<file path="config.mk">
export PLATFORM = sky130hd
export DESIGN_NAME = beta_div16
export DESIGN_NICKNAME = d
export VERILOG_FILES = /design/src/rtl/beta_div16_pkg.sv /design/src/rtl/cla_add16.sv /design/src/rtl/beta_div16.sv
export SDC_FILE = /design/constraint.sdc
export NUM_CORES = 1
export LEC_CHECK = 0
export CAP_MARGIN = 20
export CORE_ASPECT_RATIO = 0.75
export CORE_MARGIN = 3
export CORE_UTILIZATION = 40
export CTS_CLUSTER_DIAMETER = 200
export DETAILED_ROUTE_END_ITERATION = 10
export PLACE_DENSITY = 0.7
export SLEW_MARGIN = 30
export SYNTH_ARGS = -nofsm -noshare
export SYNTH_HDL_FRONTEND = slang
export SYNTH_SLANG_ARGS = --single-unit
</file>
<file path="constraint.sdc">
create_clock -name clk -period 3.5 [get_ports clk]
set_input_delay 1.05 -clock clk [delete_from_list [all_inputs] [get_ports clk]]
set_output_delay 1.05 -clock clk [all_outputs]
set_load 0.1 [all_outputs]
</file>
<file path="src/rtl/beta_div16_pkg.sv">
// beta_div_pkg: shared types and constants for the Beta ALU sequential divider.
//   div_state_t : divider FSM states
//   DIV_W       : datapath width
//   DIV_STEPS   : value of the 4-bit step counter on the last CALC step
//   DIV_DZ_Q    : quotient reported on divide-by-zero
package beta_div_pkg;

    localparam int unsigned DIV_W     = 16;
    localparam logic [3:0]  DIV_STEPS = 4'd15;
    localparam logic [15:0] DIV_DZ_Q  = 16'hFFFF;

    typedef enum logic [1:0] {
        ST_IDLE,
        ST_CALC,
        ST_FIX,
        ST_DONE
    } div_state_t;

endpackage

</file>
<file path="src/rtl/cla_add16.sv">
// cla_add16: 16-bit carry-lookahead adder built from four 4-bit groups.
// Ports:
//   a, b : addends
//   ci   : carry in
//   s    : sum
//   g, p : group generate / propagate; carry out = g | (p & ci)
module cla_add16 (
    input  logic [15:0] a,
    input  logic [15:0] b,
    input  logic        ci,
    output logic [15:0] s,
    output logic        g,
    output logic        p
);

    logic [15:0] gi;
    logic [15:0] pi;
    logic [15:0] c;
    logic [3:0]  bg;
    logic [3:0]  bp;
    logic [3:0]  gc;

    // Carries into the four bits of one group, given that group's carry in.
    function automatic logic [3:0] carries4(input logic [3:0] g4,
                                            input logic [3:0] p4,
                                            input logic       cin);
        logic [3:0] cc;
        cc[0] = cin;
        cc[1] = g4[0] | (p4[0] & cin);
        cc[2] = g4[1] | (p4[1] & g4[0]) | (p4[1] & p4[0] & cin);
        cc[3] = g4[2] | (p4[2] & g4[1]) | (p4[2] & p4[1] & g4[0])
              | (p4[2] & p4[1] & p4[0] & cin);
        return cc;
    endfunction

    always_comb begin
        gi = a & b;
        pi = a ^ b;
        for (int unsigned k = 0; k < 4; k++) begin
            bg[k] = gi[4*k+3] | (pi[4*k+3] & gi[4*k+2])
                  | (pi[4*k+3] & pi[4*k+2] & gi[4*k+1])
                  | (pi[4*k+3] & pi[4*k+2] & pi[4*k+1] & gi[4*k]);
            bp[k] = &pi[4*k +: 4];
        end
        gc = carries4(bg, bp, ci);
        for (int unsigned k = 0; k < 4; k++) begin
            c[4*k +: 4] = carries4(gi[4*k +: 4], pi[4*k +: 4], gc[k]);
        end
        s = pi ^ c;
        g = bg[3] | (bp[3] & bg[2]) | (bp[3] & bp[2] & bg[1])
          | (bp[3] & bp[2] & bp[1] & bg[0]);
        p = &bp;
    end

endmodule

</file>
<file path="src/rtl/beta_div16.sv">
// beta_div16: sequential 16-bit restoring divider, one step per clock.
// Optional signed support is compiled in with `define BETA_DIV16_SIGNED_EN.
// Ports:
//   clk, rst_n : clock, asynchronous active-low reset
//   start      : request, sampled only while idle, latches a and b
//   sgn        : signed operation (only with BETA_DIV16_SIGNED_EN)
//   a, b       : dividend, divisor
//   busy       : high while not idle
//   done       : one-cycle pulse, results valid
//   dz         : divide-by-zero flag, held until next start
//   q, r       : quotient and remainder, held until next start
module beta_div16
    import beta_div_pkg::*;
(
    input  logic             clk,
    input  logic             rst_n,
    input  logic             start,
    input  logic             sgn,
    input  logic [DIV_W-1:0] a,
    input  logic [DIV_W-1:0] b,
    output logic             busy,
    output logic             done,
    output logic             dz,
    output logic [DIV_W-1:0] q,
    output logic [DIV_W-1:0] r
);

    div_state_t       state;
    div_state_t       state_nxt;
    logic [DIV_W-1:0] dvs;
    logic [3:0]       cnt;
    logic [DIV_W-1:0] a_mag;
    logic [DIV_W-1:0] b_mag;
    logic [DIV_W-1:0] shifted;
    logic [DIV_W-1:0] trial;
    logic             cla_g;
    logic             cla_p;
    logic             accept;

`ifdef BETA_DIV16_SIGNED_EN
    logic neg_q;
    logic neg_r;

    always_comb begin
        a_mag = (sgn && a[DIV_W-1]) ? -a : a;
        b_mag = (sgn && b[DIV_W-1]) ? -b : b;
    end
`else
    logic sgn_unused;
    assign sgn_unused = sgn;

    always_comb begin
        a_mag = a;
        b_mag = b;
    end
`endif

    // q doubles as the dividend shift register: its MSB feeds the remainder
    // while quotient bits enter at the LSB.
    assign shifted = {r[DIV_W-2:0], q[DIV_W-1]};

    cla_add16 u_cla (
        .a  (shifted),
        .b  (~dvs),
        .ci (1'b1),
        .s  (trial),
        .g  (cla_g),
        .p  (cla_p)
    );

    // r[15] is the bit shifted out of the 16-bit window; when set the true
    // partial remainder is >= 2^16 and always exceeds the divisor.
    assign accept = r[DIV_W-1] | cla_g | (cla_p & 1'b1);

    always_ff @(posedge clk or negedge rst_n) begin
        if (!rst_n) begin
            state <= ST_IDLE;
        end else begin
            state <= state_nxt;
        end
    end

    always_comb begin
        state_nxt = state;
        busy      = (state != ST_IDLE);
        done      = (state == ST_DONE);
        case (state)
            ST_IDLE: begin
                if (start) begin
                    state_nxt = (b == '0) ? ST_DONE : ST_CALC;
                end
            end
            ST_CALC: begin
                if (cnt == DIV_STEPS) begin
`ifdef BETA_DIV16_SIGNED_EN
                    state_nxt = ST_FIX;
`else
                    state_nxt = ST_DONE;
`endif
                end
            end
            ST_FIX:  state_nxt = ST_DONE;
            ST_DONE: state_nxt = ST_IDLE;
            default: state_nxt = ST_IDLE;
        endcase
    end

    always_ff @(posedge clk or negedge rst_n) begin
        if (!rst_n) begin
            q   <= '0;
            r   <= '0;
            dz  <= 1'b0;
            dvs <= '0;
            cnt <= '0;
`ifdef BETA_DIV16_SIGNED_EN
            neg_q <= 1'b0;
            neg_r <= 1'b0;
`endif
        end else begin
            case (state)
                ST_IDLE: begin
                    if (start) begin
                        dvs <= b_mag;
                        cnt <= '0;
`ifdef BETA_DIV16_SIGNED_EN
                        neg_q <= sgn & (a[DIV_W-1] ^ b[DIV_W-1]);
                        neg_r <= sgn & a[DIV_W-1];
`endif
                        if (b == '0) begin
                            dz <= 1'b1;
                            q  <= DIV_DZ_Q;
                            r  <= a;
                        end else begin
                            dz <= 1'b0;
                            q  <= a_mag;
                            r  <= '0;
                        end
                    end
                end
                ST_CALC: begin
                    r   <= accept ? trial : shifted;
                    q   <= {q[DIV_W-2:0], accept};
                    cnt <= cnt + 4'd1;
                end
`ifdef BETA_DIV16_SIGNED_EN
                ST_FIX: begin
                    if (neg_q) q <= -q;
                    if (neg_r) r <= -r;
                end
`endif
                default: ;
            endcase
        end
    end

endmodule

</file>
==> Word-level counts from Yosys, hierarchy flattened <==
Index checks and enable logic that the tools add are counted.
{ "word_totals": {"regBits": 55, "inputBits": 36, "output_inout_bits": 35, "word_cells": 154} }
{ "op_classes": {"addsub": 1, "eq_ne": 6, "n_mux": 14, "bitwise_logic": 115, "n_reduce_logical": 12} }
{ "op_table": {"columns": ["cell", "count"], "rows": [
  ["$mux W16", 5],
  ["$and A1 B1 Y1", 64],
  ["$pmux W16 S2", 2],
  ["$or A1 B1 Y1", 47],
  ["$xor A16 B16 Y16", 2],
  ["$and A16 B16 Y16", 1],
  ["$logic_not A16 Y1", 1],
  ["$not A16 Y16", 1],
  ["$reduce_and A16 Y1", 1],
  ["$reduce_and A4 Y1", 4],
  ["$pmux W2 S4", 1],
  ["$pmux W4 S2", 1],
  ["$mux W2", 3],
  ["$reduce_and A2 Y1", 3],
  ["$add A4 B1 Y4 const B", 1],
  ["$eq A2 B2 Y1 const B", 2],
  ["$eq A4 B4 Y1 const B", 1],
  ["$mux W4", 1],
  ["$ne A2 B2 Y1 const B", 2],
  ["$reduce_bool A2 Y1", 2],
  ["$eq A2 B1 Y1 const B", 1],
  ["$logic_not A2 Y1", 1],
  ["$mux W1", 1]
]} }

==> Depth between registers and ports, before layout <==
{ "logic_depth": {"ltp_word": 15, "mapped_depth": 12, "depth_no_buf": 10} }

==> By module <==
Synthesis repeated with hierarchy kept, for this count alone.
{ "unflattened": {"cells_unflattened": 355, "hier_area_um2": 3494.6} }
{ "modules_own_cells": {"columns": ["mod", "n_inst", "cells_per_inst", "area_each_um2", "seq_area_each_um2"], "rows": [
  ["beta_div16", 1, 261, 2766.4, 1376.3],
  ["cla_add16", 1, 94, 728.2, 0.0]
]} }

==> Worst setup path before layout <==
OpenSTA, ideal clock, no wires.
{ "synth_timing": {"kind": "reg-to-reg", "start": "reg r[1]", "end": "reg r[12]", "t_arrival_ns": 3.059, "slack_ns": 0.348, "stages_incl_launch_ff": 10, "cell_sequence": "dfrtp_1 > ha_1 > o21a_1 > a2bb2oi_2 > a41o_4 > a211oi_4 > o21ba_1 > buf_6 > mux2_1 > a221oi_2"} }
{ "synth_via": {"elab_chain_len": 11} }
{ "synth_lines": {"columns": ["item", "line", "rtl"], "rows": [
  ["start, declared", "beta_div16.sv:25", "output logic [DIV_W-1:0] r"],
  ["start signal, assigned", "beta_div16.sv:141", "r <= accept ? trial : shifted;"],
  ["$and A16 B16 Y16 or $xor A16 B16 Y16 (tied branches)", "cla_add16.sv:37, cla_add16.sv:38", null],
  ["$and A1 B1 Y1, on equally long branches", "cla_add16.sv:40, cla_add16.sv:41, cla_add16.sv:42", null],
  ["$or A1 B1 Y1 (tied with other cells)", "cla_add16.sv:40", "bg[k] = gi[4*k+3] | (pi[4*k+3] & gi[4*k+2])"],
  ["$or A1 B1 Y1 or $and A1 B1 Y1 (tied branches)", "cla_add16.sv:41, cla_add16.sv:42", null],
  ["$or A1 B1 Y1", "cla_add16.sv:42", "| (pi[4*k+3] & pi[4*k+2] & pi[4*k+1] & gi[4*k]);"],
  ["$and A1 B1 Y1, on equally long branches", "cla_add16.sv:31, cla_add16.sv:51", null],
  ["$or A1 B1 Y1, on equally long branches", "cla_add16.sv:31, cla_add16.sv:51", null],
  ["$or A1 B1 Y1, on equally long branches", "cla_add16.sv:32, beta_div16.sv:73", null],
  ["$xor A16 B16 Y16 or $or A1 B1 Y1 (tied branches)", "cla_add16.sv:49, beta_div16.sv:73", null],
  ["$mux W16 *", "beta_div16.sv:141", null],
  ["$pmux W16 S2 *", "beta_div16.sv:120", "case (state)"]
]} }
Every way passes the cells marked *; elsewhere a longest branch is shown, timed or not.
A chain may end at the register's enable or synchronous reset.

==> Worst setup path in the final report <==
Same ends and word-level chain as after synthesis.

==> reports/metrics.yaml <==
run_status:
  status: "finished clean"
sta:
  tightest_slew_ps: 752
  hold_ws_ps: 493
  min_period_ps: 2980
  maxSlewViolCount: 0
  tns_ps: 0
  period_share_pct: 85.2
  max_freq_ghz: 0.335
  rsz0062_at_grt: "false"
  skew_ps: 7.52
  hold_violations: 0
  relSlewSlack_pct: 49.7
  setup_violations: 0
logic_synthesis:
  synth_edf_count: 0
  yosys_warnings: 0
  synth_area_per_cell_sq_um: 9.28
  yosys.cell_types.count: 52
  syn_inst: 386
  synth_seq_cells: 55
  yosysSeqAreaShare_pct: 38.4
  synth_flop_cell: "dfrtp_1"
  ys_async_sr_fraction_pct: 100
  syn_nets: 447
  syn_area_sq_um: 3580
cts:
  cts_tree: "built"
  cts_sinks: 55
  cts_resized: 0
  htree_levels: 2
  clk_latency_ps: 300
  clockBufferDepth: 2
  post-cts-setup-buffer-count: 0
  clk_pin_slew_ps: 70
  holdBufCountCts: 0
  cts_made_buffers: 5
  cts_root_buf: "clkbuf_16"
routing:
  drt_pass1_iterations: 4
  dr_total_vias: 3108
  drc: 0
  avgViaCountPerCell: 5.53
  drt-total-wl_um: 9130
  drtIter0Drc: 176
  wl_per_cell_um: 16.3
  drtAntennaViolNets: 0
run:
  drv_cap: 0
die:
  initial_core_util_pct: 41.7
  die_area_sq_um: 10100
  core_sq_um: 8600
  pin_count: 71
  die_w_um: 115
  fp-row-count: 29
  die-height_um: 88.0
setup_path:
  startpoint_type: "flop"
  path_class: "flop to flop"
  crit_arrival_ps: 3190
  cp-end-kind: "flop"
  worstPathRequired_ps: 3710
  critPathMaxFanout: 11
finish:
  mostFrequentLayoutCells: "dfrtp_1, buf_4, o21ai_0"
  fillers: 801
  final_common_cell: "dfrtp_1"
  layout-drive-gt1-share_pct: 17.4
  fin_area_sq_um: 4480
  diodes: 0
  syn_to_final_growth_pct: 25.0
  nets: 514
placement:
  placed_area_sq_um: 4320
  placement.io_buffers: 69
  gp_congestion: 0.829
  dp_hpwl_um: 6990
min_path:
  hold_path_class: "flop to flop"
global_route:
  grt_use_total_pct: 18.3
  grt.overflow.total: 0
  grt_pass1_wl_um: 14800
  antenna_found_initial: 0
  grt_pass1_vias: 2990
  grt_max_degree: 47
-- routing by layer --
layer	wire length [um]	track usage (%)	vias to the layer above	part of all wire, %
met5	0	0	-	0
met4	36	3.52	0	0.39
met3	402	3.80	5	4.4
met2	4380	29.6	59	48
met1	4320	25.8	1526	47
li1	-	-	1518	-
-- cell families (layout without fill, tap and decap cells) --
logic type / after synthesis / after routing / share of synthesized area, %
adder cells (fa/ha/maj): 25 / 25 / 9.36
flip-flops: 55 / 55 / 38.4
multiplexers: 33 / 33 / 9.88
AND/OR/NAND/NOR: 102 / 102 / 14.0
XOR/XNOR: 10 / 10 / 2.45
buffers and inverters: 52 / 120 / 6.22
AO/OA/AOI/OAI: 109 / 109 / 19.7
-- synth_stat cells (all sizes together), types with 3 or more instances --
cell,instances,share of area (%)
a211oi,10,2.4
a21oi,24,3.4
a31oi,3,0.52
and3,4,0.70
buf,4,1.2
clkbuf,18,1.9
dfrtp,55,38
fa,3,1.7
ha,22,7.7
inv,30,3.1
mux2,19,6.0
mux2i,14,3.9
nand2,25,2.6
nand2b,4,0.70
nand3,12,1.7
nand4,3,0.52
nor2,25,2.6
nor2b,9,1.6
nor3,4,0.56
nor4,5,0.87
o211ai,6,1.3
o21ai,42,5.9
o221ai,3,0.73
or3,6,1.0
xnor2,8,2.0
-- worst paths after layout --
check / end / slack [ps] / start / depth (start not counted)
setup / recovery: r[12] / 520 / r[1] / 9
hold / removal: dz / 490 / dz / 2
setup reg to reg: r[12] / 520 / r[1] / 9
hold reg to reg: dz / 490 / dz / 2
max in group asynchronous: dvs[14] / 2400 / rst_n / 2
min in group asynchronous: q[5] / 740 / rst_n / 2
-- per-stage QoR --
stage / worst slack (ps) / util, % / cells
after floorplan: 348 / - / 386
after global placement: 464 / 50.1 / 554
after detailed placement: 456 / 50.2 / 554
after CTS: 492 / 52.1 / 562
after global routing: 361 / 52.1 / 562
final: 518 / 52.1 / 562
-- registers in the layout, indices dropped and copies added, names as in the netlist --
name	count
dvs	16
state	2
dz	1
q	16
r	16
cnt	4
-- critical path, cell delays in order (launching register included) --
cell and delay, ps:
dfrtp_1 440, ha_1 360, o21a_1 210, a2bb2oi_2 160
a41o_4 310, a211oi_4 330, o21ba_1 220, buf_4 230
mux2_1 380, a221oi_2 240
-- layout make-up --
class	instances	area, sq um	share of cell area [%]
clock buffers	7	153	3.41
clock inverters	1	7.51	0.168
inverters	30	113	2.51
multi-input cells	279	2000	44.6
flip-flops and latches	55	1380	30.7
well taps	108	135	3.02
repair buffers	82	696	15.5
Power is left out: the tool's default activity adds up to more than one toggle a clock period on the data nets, which glitch-free logic cannot reach.
